File: src/rtl/uart_core.sv
// Full-duplex UART with independent TX and RX engines, valid/ready byte handshakes and RX error flags.
// Optional UART_LOOPBACK_EN adds a loopback input that routes TX into RX and holds the Tx pin high.
module uart_core #(
   parameter int CLK_FREQ   = 50000000,
   parameter int BAUD_RATE  = 9600,
   parameter int DATA_BITS  = 8,
   parameter int PARITY     = 0,
   parameter int STOP_BITS  = 1,
   parameter int OVERSAMPLE = 16
) (
   input  logic                 clk,
   input  logic                 rst_n,
   input  logic [DATA_BITS-1:0] tx_data,
   input  logic                 tx_valid,
   output logic                 tx_ready,
   output logic                 Tx,
   input  logic                 Rx,
   output logic [DATA_BITS-1:0] rx_data,
   output logic                 rx_valid,
   input  logic                 rx_ready,
   output logic                 rx_parity_err,
   output logic                 rx_frame_err,
`ifdef UART_LOOPBACK_EN
   input  logic                 loopback,
`endif
   output logic                 rx_overrun
);
   localparam int BIT_CLKS    = CLK_FREQ / BAUD_RATE;
   localparam int SAMPLE_CLKS = BIT_CLKS / OVERSAMPLE;
   localparam int CW = $clog2(BIT_CLKS + 1);
   localparam int SW = $clog2(SAMPLE_CLKS + 1);
   localparam int TW = $clog2(OVERSAMPLE + 1);
   localparam logic [CW-1:0] BIT_LAST  = CW'(BIT_CLKS - 1);
   localparam logic [SW-1:0] SMP_LAST  = SW'(SAMPLE_CLKS - 1);
   localparam logic [TW-1:0] TICK_HALF = TW'(OVERSAMPLE / 2 - 1);
   localparam logic [TW-1:0] TICK_LAST = TW'(OVERSAMPLE - 1);
   localparam logic [3:0]    DATA_LAST = 4'(DATA_BITS - 1);
   localparam logic [3:0]    STOP_LAST = 4'(STOP_BITS - 1);
   localparam logic          PAR_EN    = (PARITY != 0);
   localparam logic          PAR_ODD   = (PARITY == 1);

   localparam logic [2:0] S_IDLE = 3'd0, S_START = 3'd1, S_DATA = 3'd2,
                          S_PAR  = 3'd3, S_STOP  = 3'd4, S_WAIT = 3'd5;

   // ---------------- TX ----------------
   logic [2:0]           tx_st_q, tx_st_d;
   logic [CW-1:0]        tx_cnt_q, tx_cnt_d;
   logic [3:0]           tx_bit_q, tx_bit_d;
   logic [DATA_BITS-1:0] tx_sh_q, tx_sh_d;
   logic                 tx_par_q, tx_par_d, tx_line_q, tx_line_d;
   logic                 tx_bit_end, tx_accept;

   assign tx_bit_end = (tx_cnt_q == BIT_LAST);
   // Ready rises on the final stop clock so a queued byte follows with no idle gap.
   assign tx_ready   = (tx_st_q == S_IDLE) ||
                       (tx_st_q == S_STOP && tx_bit_end && tx_bit_q == STOP_LAST);
   assign tx_accept  = tx_valid && tx_ready;

   always_comb begin
      tx_st_d   = tx_st_q;
      tx_cnt_d  = tx_bit_end ? '0 : tx_cnt_q + 1'b1;
      tx_bit_d  = tx_bit_q;
      tx_sh_d   = tx_sh_q;
      tx_par_d  = tx_par_q;
      tx_line_d = tx_line_q;
      case (tx_st_q)
         S_START: if (tx_bit_end) begin
            tx_st_d   = S_DATA;
            tx_line_d = tx_sh_q[0];
            tx_sh_d   = tx_sh_q >> 1;
            tx_bit_d  = '0;
         end
         S_DATA: if (tx_bit_end) begin
            if (tx_bit_q == DATA_LAST) begin
               tx_st_d   = PAR_EN ? S_PAR : S_STOP;
               tx_line_d = PAR_EN ? tx_par_q : 1'b1;
               tx_bit_d  = '0;
            end else begin
               tx_line_d = tx_sh_q[0];
               tx_sh_d   = tx_sh_q >> 1;
               tx_bit_d  = tx_bit_q + 4'd1;
            end
         end
         S_PAR: if (tx_bit_end) begin
            tx_st_d   = S_STOP;
            tx_line_d = 1'b1;
            tx_bit_d  = '0;
         end
         S_STOP: if (tx_bit_end) begin
            if (tx_bit_q == STOP_LAST) tx_st_d = S_IDLE;
            else                       tx_bit_d = tx_bit_q + 4'd1;
         end
         default: ;
      endcase
      if (tx_accept) begin
         tx_st_d   = S_START;
         tx_cnt_d  = '0;
         tx_sh_d   = tx_data;
         tx_par_d  = (^tx_data) ^ PAR_ODD;
         tx_line_d = 1'b0;
      end
   end

   always_ff @(posedge clk or negedge rst_n) begin
      if (!rst_n) begin
         tx_st_q <= S_IDLE; tx_cnt_q <= '0; tx_bit_q <= '0;
         tx_sh_q <= '0; tx_par_q <= 1'b0; tx_line_q <= 1'b1;
      end else begin
         tx_st_q <= tx_st_d; tx_cnt_q <= tx_cnt_d; tx_bit_q <= tx_bit_d;
         tx_sh_q <= tx_sh_d; tx_par_q <= tx_par_d; tx_line_q <= tx_line_d;
      end
   end

   // ---------------- RX ----------------
   logic rx_line, rx_meta_q, rx_sync_q, rx_tick;

`ifdef UART_LOOPBACK_EN
   assign rx_line = loopback ? tx_line_q : Rx;
   assign Tx      = loopback ? 1'b1 : tx_line_q;
`else
   assign rx_line = Rx;
   assign Tx      = tx_line_q;
`endif

   logic [2:0]           rx_st_q, rx_st_d;
   logic [SW-1:0]        rx_scnt_q, rx_scnt_d;
   logic [TW-1:0]        rx_tcnt_q, rx_tcnt_d;
   logic [3:0]           rx_bit_q, rx_bit_d;
   logic [DATA_BITS-1:0] rx_sh_q, rx_sh_d, rx_data_q, rx_data_d;
   logic rx_pbit_q, rx_pbit_d, rx_perr_q, rx_perr_d, rx_ferr_q, rx_ferr_d;
   logic rx_valid_q, rx_valid_d, rx_ovr_q, rx_ovr_d, rx_hs;

   assign rx_tick = (rx_scnt_q == SMP_LAST);
   assign rx_hs   = rx_valid_q && rx_ready;

   always_comb begin
      rx_st_d    = rx_st_q;
      rx_scnt_d  = rx_tick ? '0 : rx_scnt_q + 1'b1;
      rx_tcnt_d  = rx_tcnt_q;
      rx_bit_d   = rx_bit_q;
      rx_sh_d    = rx_sh_q;
      rx_pbit_d  = rx_pbit_q;
      rx_data_d  = rx_data_q;
      rx_perr_d  = rx_perr_q;
      rx_ferr_d  = rx_ferr_q;
      rx_valid_d = rx_hs ? 1'b0 : rx_valid_q;
      rx_ovr_d   = rx_hs ? 1'b0 : rx_ovr_q;
      case (rx_st_q)
         S_IDLE: if (!rx_sync_q) begin
            rx_st_d   = S_START;
            rx_tcnt_d = '0;
            rx_scnt_d = '0;
         end
         S_START: if (rx_tick) begin
            if (rx_tcnt_q == TICK_HALF) begin
               rx_tcnt_d = '0;
               rx_bit_d  = '0;
               rx_st_d   = rx_sync_q ? S_IDLE : S_DATA;
            end else rx_tcnt_d = rx_tcnt_q + 1'b1;
         end
         S_DATA, S_PAR, S_STOP: if (rx_tick) begin
            if (rx_tcnt_q != TICK_LAST) rx_tcnt_d = rx_tcnt_q + 1'b1;
            else begin
               rx_tcnt_d = '0;
               if (rx_st_q == S_DATA) begin
                  rx_sh_d = {rx_sync_q, rx_sh_q[DATA_BITS-1:1]};
                  rx_bit_d = rx_bit_q + 4'd1;
                  if (rx_bit_q == DATA_LAST) rx_st_d = PAR_EN ? S_PAR : S_STOP;
               end else if (rx_st_q == S_PAR) begin
                  rx_pbit_d = rx_sync_q;
                  rx_st_d   = S_STOP;
               end else begin
                  // A pending unread word is overwritten; a same-clock handshake is not an overrun.
                  rx_data_d  = rx_sh_q;
                  rx_perr_d  = PAR_EN & ((^rx_sh_q) ^ rx_pbit_q ^ PAR_ODD);
                  rx_ferr_d  = ~rx_sync_q;
                  rx_valid_d = 1'b1;
                  if (rx_valid_q && !rx_ready) rx_ovr_d = 1'b1;
                  rx_st_d    = rx_sync_q ? S_IDLE : S_WAIT;
               end
            end
         end
         S_WAIT: if (rx_sync_q) rx_st_d = S_IDLE;
         default: rx_st_d = S_IDLE;
      endcase
   end

   always_ff @(posedge clk or negedge rst_n) begin
      if (!rst_n) begin
         rx_meta_q <= 1'b1; rx_sync_q <= 1'b1;
         rx_st_q <= S_IDLE; rx_scnt_q <= '0; rx_tcnt_q <= '0; rx_bit_q <= '0;
         rx_sh_q <= '0; rx_pbit_q <= 1'b0; rx_data_q <= '0;
         rx_perr_q <= 1'b0; rx_ferr_q <= 1'b0; rx_valid_q <= 1'b0; rx_ovr_q <= 1'b0;
      end else begin
         rx_meta_q <= rx_line; rx_sync_q <= rx_meta_q;
         rx_st_q <= rx_st_d; rx_scnt_q <= rx_scnt_d; rx_tcnt_q <= rx_tcnt_d; rx_bit_q <= rx_bit_d;
         rx_sh_q <= rx_sh_d; rx_pbit_q <= rx_pbit_d; rx_data_q <= rx_data_d;
         rx_perr_q <= rx_perr_d; rx_ferr_q <= rx_ferr_d; rx_valid_q <= rx_valid_d; rx_ovr_q <= rx_ovr_d;
      end
   end

   assign rx_data       = rx_data_q;
   assign rx_valid      = rx_valid_q;
   assign rx_parity_err = rx_perr_q;
   assign rx_frame_err  = rx_ferr_q;
   assign rx_overrun    = rx_ovr_q;
endmodule

File: config.mk
export PLATFORM = sky130hd
export DESIGN_NAME = uart_core
export DESIGN_NICKNAME = d
export VERILOG_FILES = /design/src/rtl/uart_core.sv
export SDC_FILE = /design/constraint.sdc
export NUM_CORES = 1
export LEC_CHECK = 0
export BUFFER_PORTS_ARGS = -buffer_cell sky130_fd_sc_hd__buf_2
export CORE_MARGIN = 4
export CORE_UTILIZATION = 40
export CTS_BUF_LIST = sky130_fd_sc_hd__clkbuf_2
export CTS_CLUSTER_SIZE = 10
export DETAILED_ROUTE_END_ITERATION = 16
export HOLD_SLACK_MARGIN = 0.15
export PLACE_DENSITY = 0.59
export SLEW_MARGIN = 20
export SYNTH_ARGS = -nofsm -noshare
export SYNTH_HDL_FRONTEND = slang
export SYNTH_SLANG_ARGS = --single-unit
File: constraint.sdc
create_clock -name clk -period 2.6 [get_ports clk]
set_input_delay 0.13 -clock clk [delete_from_list [all_inputs] [get_ports clk]]
set_output_delay 0.13 -clock clk [all_outputs]
set_load 0.01 [all_outputs]
==> results of run 1 <==
==> final timing paths <==
path,slack [ns],to,start
max in group asynchronous,0.63,tx_cnt_q[11],rst_n
hold / removal,0.23,rx_meta_q,Rx
hold reg to reg,0.37,rx_sync_q,rx_meta_q
min in group asynchronous,0.68,Tx,rst_n
setup / recovery,0.22,tx_ready,tx_cnt_q[0]
setup reg to reg,0.35,rx_sh_q[6],rx_tcnt_q[0]
==> routing by layer <==
layer | track usage [%] | vias up
li1 | - | 1390
met1 | 18.50 | 1377
met2 | 24.09 | 43
met3 | 3.184 | 7
met4 | 4.780 | 0
met5 | 0 | -
==> registers in the layout, indices dropped and copies added (netlist names), 3 cells and up, named ones only <==
signal and cells:
rx_tcnt_q 5, rx_bit_q 4, tx_cnt_q 13, rx_sh_q 8
rx_st_q 3, tx_sh_q 8, rx_data 8, tx_st_q 3
tx_bit_q 4, rx_scnt_q 9
==> cell families after synthesis <==
| kind of cell | synth area share, % |
|---|---|
| and+or+nand+nor | 20.46 |
| AOI/OAI and AO/OA | 14.89 |
| DFF | 46.96 |
| buffers and inverters | 4.818 |
| muxes | 5.643 |
| xor gates and xnor gates | 4.159 |
| adders and majority gates | 2.970 |
| other | 0.09891 |
==> layout make-up <==
cell class | count | area, sq um
repair buffers | 42 | 300.3
well taps | 129 | 161.4
fillers | 874 | 4910
clock buffers | 9 | 45.04
flip-flops and latches | 71 | 1780
inverters | 19 | 71.32
multi-input cells | 253 | 1844
clock inverters | 7 | 127.6
==> Yosys cell counts (3+ instances only) <==
master	number	area, sq um
nor2b_1	6	37.54
ha_1	9	112.6
buf_2	9	45.04
nor4_1	3	18.77
nor3b_1	4	30.03
buf_4	3	22.52
dfrtp_1	68	1702
a21oi_1	23	115.1
o22ai_1	3	18.77
mux2_2	16	180.2
mux2_1	3	33.78
nand3_1	16	80.08
a211oi_1	3	22.52
nor2_1	31	116.4
and3_1	5	31.28
o211ai_1	3	22.52
xnor2_1	9	78.83
nor3_1	8	40.04
nand4_1	9	56.30
xor2_1	9	78.83
nand2b_1	7	43.79
and2_1	3	18.77
o21ai_0	9	45.04
o32ai_1	7	61.31
dfstp_2	3	78.83
nand2_1	13	48.80
inv_1	19	71.32
==> layout by cell type (no fill, tap or decap), types with 3 or more instances in the layout <==
master | Yosys | final
o22ai_1 | 3 | 3
nor3_1 | 8 | 8
ha_1 | 9 | 9
nand4_1 | 9 | 9
mux2_2 | 16 | 16
clkbuf_2 | 0 | 9
nor2b_1 | 6 | 6
dfstp_2 | 3 | 3
xor2_1 | 9 | 9
nand2_1 | 13 | 13
nand3_1 | 16 | 16
o211ai_1 | 3 | 3
a21oi_1 | 23 | 23
dlygate4sd3_1 | 0 | 14
nand2b_1 | 7 | 7
o21ai_0 | 9 | 9
nor2_1 | 31 | 31
and3_1 | 5 | 5
inv_1 | 19 | 19
mux2_1 | 3 | 3
buf_2 | 9 | 25
nor3b_1 | 4 | 3
and2_1 | 3 | 3
o32ai_1 | 7 | 7
dfrtp_1 | 68 | 68
xnor2_1 | 9 | 9
bufinv_16 | 0 | 3
nor4_1 | 3 | 3
a211oi_1 | 3 | 3
==> repair_timing <==
action | CTS | global route
pin swaps | 0 | 0
resized for setup | 1 | 1
endpoints found under the setup margin | 1 | 1
buffers inserted | 0 | 0
hold endpoints to repair | 81 | 0
hold buffers | 14 | 0
==> power breakdown <==
part / switching [mW] / internal (mW) / total [mW]
clock network: 0.447 / 0.430 / 0.878
logic: 0.105 / 0.106 / 0.211
registers: 0.0785 / 1.19 / 1.26
total: 0.631 / 1.72 / 2.35
==> through the flow <==
step	instance area, sq um	hold slack [ns]	cells	power (mW)	util [%]
2_1_floorplan	3791	-0.1656	360	1.403	-
3_3_place_gp	4001	0.1266	500	1.473	43.30
3_5_place_dp	4001	0.1253	500	1.476	43.30
4_1_cts	4319	0.1819	530	2.373	46.74
5_1_grt	4330	0.1609	530	2.474	46.87
6_report	4330	0.2260	530	2.353	46.87
==> worst max-delay path, stage by stage (launching register included) <==
cell and delay (ns):
dfrtp_1 0.50, ha_1 0.27, and4b_2 0.36, a41oi_4 0.23
nor3_1 0.21, buf_2 0.16
==> impl_metrics.csv, run 1 <==
group,metric,value,unit
finish,diodes,0,
floorplanning,die-height,105.4,um
setup_path,crit_type,"register to primary output",
placed_design,dp_hpwl,5.016,mm
clock_network,clock_path_buffers,2,
detailed_routing,drc,0,
global_routing,grt_max_degree,54,
setup_path,end_kind,"primary output",
setup_path,critical_path_arrival,2.25,ns
sta,finalSetupViolCount,0,
clock_network,tritoncts,"done",
detailed_routing,totalWireLength,7.488,mm
setup_path,crit_fanout,9,
sta,drv_slew,0,
detailed_routing,routed-wl-met3,270,um
yosys,netlist_area,3791,sq um
yosys,synth-edff-count,0,
run,drv_cap,0,
global_routing,grt_pass1_vias,2861,
power,power_density,543.4,nW/um^2
setup_path,cp_data_required_time,2.47,ns
sta,fin_ws,0.2171,ns
status,status,"completed",
floorplanning,io_pins,27,
global_routing,globalRouteTotalUtil,14.42,%
floorplanning,start_util,41.03,%
sta,slew_headroom,43.18,%
sta,fin_crit,2.383,ns
detailed_routing,drt_iter0_drc,83,
detailed_routing,wl_met2,3.560,mm
yosys,ys_ff_latch,71,
detailed_routing,dr_total_vias,2817,
setup_path,rr_worst_depth,7,
power,max-vdd-ir-drop,0.2770,mV
detailed_routing,wl_met1,3.573,mm
yosys,seq_area_frac_synth,46.96,%
placed_design,gp_congestion,0.8055,
yosys,yosys_most_used_dff,"dfrtp_1",
sta,finalCritPeriodShare,91.65,%
yosys,syn_inst,360,
clock_network,cts_inserted_buffers,9,
detailed_routing,ant_nets,0,
yosys,synth.distinct_cells,74,
finish,drive_gt1_share,20.20,%
min_path,whs_path_depth,2,
placed_design,io_buffers,25,
setup_path,crit_path_start_kind,"register",
yosys,syn_nets,382,
yosys,synth-async-reset-ratio,100.0,%
sta,hold_violations,0,
finish,synthToLayoutAreaGrowth,14.22,%
sta,final.setup.tns,0,ns
floorplanning,die_area,11100,sq um
global_routing,antenna_found_initial,0,
min_path,hold_path.class,"input port to register",
detailed_routing,routed.top_layer,"met4",
clock_network,clk_pin_slew,0.22,ns
power,static-leakage-power,1.911,nW
sta,fin_worst_skew,0.03040,ns
clock_network,worstSkewPairLatency,0.53,ns
finish,final_nets,418,
sta,rsz0062_at_grt,"no",
floorplanning,core-area,9240,sq um
clock_network,cts_num_sinks,71,
global_routing,grt_pass1_wl,13.32,mm
floorplanning,die_w,105.4,um
detailed_routing,vias_per_cell,5.315,
detailed_routing,wl_per_cell,14.13,um
clock_network,cts_root_buffer,"clkbuf_2",
floorplanning,std_cell_rows,35,
clock_network,htree_levels,3,
global_routing,grt_overflow,0,
sta,tightest_slew,0.8495,ns
detailed_routing,drtPass1Iterations,4,
sta,clock.fmax,419.7,MHz
yosys,syn_avg_cell_area,10.53,sq um
placed_design,pre_cts_ws,0.3849,ns
yosys,yosysWarnings,0,
(Power assumes the default switching activity.)
==> inputs of run 2 (changes only) <==
- CELL_PAD_IN_SITES_DETAIL_PLACEMENT: not set -> 2
- CELL_PAD_IN_SITES_GLOBAL_PLACEMENT: not set -> 2
- PLACE_DENSITY: 0.59 -> 0.82
==> impl_metrics.csv, run 2 (synthesis gave the netlist of run 1 again) <==
group,metric,value,unit
sta,hold_violations,0,
global_routing,antenna_found_initial,0,
sta,fin_crit,2.396,ns
sta,finalSetupViolCount,0,
clock_network,worstSkewPairLatency,0.55,ns
setup_path,path_cells,"nor4b_4 -> a41oi_4 -> nor3_1 -> buf_2",
finish,synthToLayoutAreaGrowth,11.25,%
global_routing,grt_max_degree,72,
placed_design,dp.cells,500,
finish,n_fill_cell,985,
finish,final_nets,416,
power,max-vdd-ir-drop,0.2627,mV
floorplanning,std_cell_rows,35,
sta,finalCritPeriodShare,92.15,%
sta,slew_headroom,40.44,%
placed_design,dp_hpwl,6.557,mm
detailed_routing,dr_total_vias,2903,
finish,drive_gt1_share,20.30,%
sta,fin_ws,0.2042,ns
setup_path,critPathBufInv,1,
floorplanning,io_pins,27,
finish,final_core_util,45.65,%
sta,rsz0062_at_grt,"no",
floorplanning,die_w,105.4,um
setup_path,cp_slowest_stage_delay,0.56,ns
sta,final.setup.tns,0,ns
finish,finalNonFillerCells,528,
detailed_routing,wl_per_cell,18.43,um
finish,mostFrequentLayoutCells,"dfrtp_1, nor2_1, buf_2, a21oi_1, inv_1",
power,static-leakage-power,1.858,nW
floorplanning,die_area,11100,sq um
detailed_routing,drtPass1Iterations,4,
sta,clock.fmax,417.4,MHz
global_routing,globalRouteTotalUtil,18.81,%
finish,reg_top3,"tx_cnt_q x13, rx_scnt_q x9",
global_routing,grt_pass1_wl,16.78,mm
clock_network,cts_num_sinks,71,
min_path,hold_path.class,"input port to register",
detailed_routing,totalWireLength,9.732,mm
setup_path,slowest_stage,"nor4b_4",
setup_path,cp_data_required_time,2.47,ns
setup_path,end_kind,"primary output",
setup_path,critical_path_arrival,2.27,ns
placed_design,gp_congestion,0.7633,
placed_design,io_buffers,25,
detailed_routing,vias_per_cell,5.498,
detailed_routing,drc,0,
setup_path,cp_top_family,"simple AND/OR/NAND/NOR gates",
clock_network,clk_pin_slew,0.24,ns
setup_path,crit_type,"register to primary output",
finish,largest_reg_flops,13,
detailed_routing,drt_iter0_drc,88,
power,power_density,486.5,nW/um^2
floorplanning,core-area,9240,sq um
detailed_routing,ant_nets,0,
finish,diodes,0,
setup_path,crit_fanout,9,
clock_network,cts_root_buffer,"clkbuf_2",
sta,worst_hold_slack,0.2252,ns
finish,mostFrequentLayoutCell,"dfrtp_1",
finish,regArea,1780,sq um
clock_network,cts_inserted_buffers,9,
setup_path,crit_path_start_kind,"register",
placed_design,pre_cts_ws,0.2940,ns
clock_network,clock_path_buffers,2,
sta,drv_slew,0,
finish,multi_input_area,1844,sq um
global_routing,grt_pass1_vias,3309,
clock_network,htree_levels,3,
sta,tightest_slew,0.8934,ns
sta,fin_worst_skew,0.03983,ns
global_routing,grt_overflow,0,
status,status,"completed",
run,drv_cap,0,
floorplanning,die-height,105.4,um
clock_network,tritoncts,"done",
finish,max_flop_register,"tx_cnt_q",
floorplanning,start_util,41.03,%
## run 2: routing by layer
layer	GRT usage (%)	share of wire, %	up-vias
met5	0	0	-
met4	6.467	1.5	0
met1	22.40	42	1480
met2	33.47	54	30
met3	3.919	2.0	15
li1	-	-	1378
## run 2: path summary, 6_finish.rpt
path                                   start            to  slack, ns  depth (start not counted)
max in group asynchronous              rst_n    rx_sh_q[6]       1.71                          3
min in group asynchronous              rst_n    tx_sh_q[3]       0.29                          3
worst min register to register     rx_meta_q     rx_sync_q       0.38                          0
worst max-delay path             tx_cnt_q[9]      tx_ready       0.20                          4
worst min-delay path                      Rx     rx_meta_q       0.23                          2
worst max register to register  rx_tcnt_q[0]  rx_tcnt_q[3]       0.26                          8
## run 2: per-stage QoR
stage               total power [mW]  cell area (sq um)
floorplan                      1.403               3791
global placement               1.471               3989
detailed placement             1.488               3989
CTS                            2.063               4207
global route                   2.190               4218
finish                         2.052               4218
## run 2: area by class of cell
cell class | count | area share (%)
timing repair buffer | 40 | 6.348
clock inverter | 7 | 1.127
multi-input combinational | 253 | 43.73
sequential | 71 | 42.21
inverter | 19 | 1.691
tap | 129 | 3.827
clock buffer | 9 | 1.068
## run 2: report_power, final
part / internal [mW] / switching (mW)
clock network: 0.125 / 0.433
registers: 1.19 / 0.0874
logic: 0.103 / 0.117
## run 2: repair_timing
action                                  CTS  global route
endpoints found under the hold margin    80             0
gates resized for setup                   1             1
hold buffers                             12             0
setup buffers                             0             0
endpoints found under the setup margin    1             1
==> inputs of run 3 (changes only) <==
- PLACE_DENSITY: 0.82 -> not set
- PLACE_DENSITY_LB_ADDON: not set -> 0.1
==> impl_metrics.csv, run 3 (synthesis gave the netlist of run 1 again) <==
group,metric,value,unit
setup_path,slowest_stage,"and4_1",
clock_network,cts_num_sinks,71,
placed_design,dp_hpwl,6.314,mm
setup_path,crit_type,"register to register",
clock_network,clock_path_buffers,2,
sta,clock.fmax,430.1,MHz
finish,synthToLayoutAreaGrowth,11.91,%
detailed_routing,totalWireLength,9.060,mm
power,static-leakage-power,1.865,nW
finish,mostFrequentLayoutCells,"dfrtp_1, nor2_1, buf_2, a21oi_1, inv_1",
setup_path,crit_path_start_kind,"register",
sta,drv_slew,0,
finish,largest_reg_flops,13,
sta,finalSetupViolCount,0,
detailed_routing,drtPass1Iterations,4,
floorplanning,io_pins,27,
setup_path,critical_path_arrival,2.74,ns
setup_path,cp_top_family,"simple AND/OR/NAND/NOR gates",
floorplanning,die-height,105.4,um
power,power,2.146,mW
power,power_density,505.8,nW/um^2
sta,fin_crit,2.325,ns
clock_network,tritoncts,"done",
placed_design,io_buffers,25,
setup_path,crit_fanout,12,
finish,regArea,1783,sq um
floorplanning,die_area,11100,sq um
finish,max_flop_register,"tx_cnt_q",
clock_network,worstSkewPairLatency,0.51,ns
clock_network,cts_inserted_buffers,9,
power,max-vdd-ir-drop,0.2595,mV
finish,mostFrequentLayoutCell,"dfrtp_1",
finish,n_fill_cell,977,
global_routing,grt_overflow,0,
detailed_routing,dr_total_vias,2859,
sta,fin_ws,0.2749,ns
finish,finalNonFillerCells,527,
setup_path,path_cells,"ha_1 -> nand3_1 -> inv_1 -> ha_1 -> and3b_1 -> and4_1 -> mux2_2",
global_routing,antenna_found_initial,0,
finish,final_nets,415,
finish,reg_top3,"tx_cnt_q x13, rx_scnt_q x9",
floorplanning,core-area,9240,sq um
sta,tightest_slew,0.9144,ns
setup_path,end_kind,"register",
finish,diodes,0,
status,status,"completed",
sta,final.setup.tns,0,ns
global_routing,globalRouteTotalUtil,17.50,%
global_routing,grt_pass1_wl,15.88,mm
floorplanning,die_w,105.4,um
sta,fin_worst_skew,0.02515,ns
global_routing,grt_max_degree,72,
placed_design,gp_congestion,0.7494,
floorplanning,start_util,41.03,%
finish,multi_input_area,1851,sq um
run,drv_cap,0,
detailed_routing,wl_per_cell,17.19,um
clock_network,clk_pin_slew,0.22,ns
detailed_routing,vias_per_cell,5.425,
detailed_routing,drc,0,
min_path,hold_path.class,"input port to register",
sta,hold_violations,0,
setup_path,critPathBufInv,1,
sta,rsz0062_at_grt,"no",
sta,finalCritPeriodShare,89.43,%
global_routing,grt_pass1_vias,3146,
sta,slew_headroom,39.04,%
detailed_routing,drt_iter0_drc,75,
setup_path,crit_top_cell,"ha_1",
clock_network,cts_root_buffer,"clkbuf_2",
finish,drive_gt1_share,20.60,%
setup_path,cp_data_required_time,3.01,ns
clock_network,htree_levels,3,
floorplanning,std_cell_rows,35,
setup_path,cp_slowest_stage_delay,0.53,ns
placed_design,pre_cts_ws,0.3204,ns
detailed_routing,ant_nets,0,
placed_design,dp.cells,500,
clock_network,postCtsSetupRepairBufs,0,
-- run 3: cell types whose count changed in the layout (fill, tap and decap cells not counted), sizes merged --
cell,previous run,this run
clkinv,4,2
bufinv,0,1
dlygate4sd3,12,11
inv,20,21
-- run 3: per-stage QoR --
step           hold WS (ns)  utilization [%]  cell area, sq um
3_3_place_gp         0.2373            43.20              3991
4_1_cts              0.1547            45.70              4223
3_5_place_dp         0.2440            43.20              3991
2_1_floorplan       -0.1656                -              3791
5_1_grt              0.1633            45.92              4243
6_report             0.1938            45.92              4243
-- run 3: power breakdown --
group	internal [mW]	leakage (nW)	switching [mW]
clock	0.224	0.0664	0.436
sequential	1.19	0.928	0.0870
combinational	0.101	0.871	0.109
-- run 3: worst register-to-register path: cells and delay by family, from the launching register on --
family / cells / cell delay [ns]
fa+ha+maj: 2 / 0.46
flops: 1 / 0.44
mux: 1 / 0.41
simple gates: 3 / 0.84
buf+inv: 1 / 0.09
-- run 3: final cells by class --
| cell class | count | area share, % |
|---|---|---|
| Inverter | 19 | 1.681 |
| Tap cell | 129 | 3.804 |
| Clock inverter | 7 | 1.681 |
| Sequential cell | 71 | 42.02 |
| Timing Repair Buffer | 39 | 6.134 |
| Clock buffer | 9 | 1.062 |
| Multi-Input combinational cell | 253 | 43.62 |
-- run 3: metal layers --
metal	vias up	wire length (um)	global-route usage [%]
li1	1371	-	-
met1	1454	4229	22.91
met2	27	4571	29.87
met3	7	176	3.674
met4	0	82	3.655
met5	-	0	0
-- run 3: what timing repair did --
action / 4_1_cts / 5_1_grt
resized for setup: 1 / 4
hold buffers: 11 / 0
hold endpoints to repair: 79 / 0
pin swaps: 0 / 1
setup endpoints to repair: 1 / 1
-- run 3: worst paths after layout --
path                                     to         start  depth (start not counted)  slack (ns)
worst max-delay path             rx_sh_q[7]  rx_tcnt_q[0]                          7        0.27
worst min-delay path            tx_cnt_q[2]      tx_valid                          4        0.19
worst max register to register   rx_sh_q[7]  rx_tcnt_q[0]                          7        0.27
worst min register to register    rx_sync_q     rx_meta_q                          0        0.39
max in group asynchronous       tx_cnt_q[0]         rst_n                          2        1.70
min in group asynchronous        rx_st_q[0]         rst_n                          2        0.27
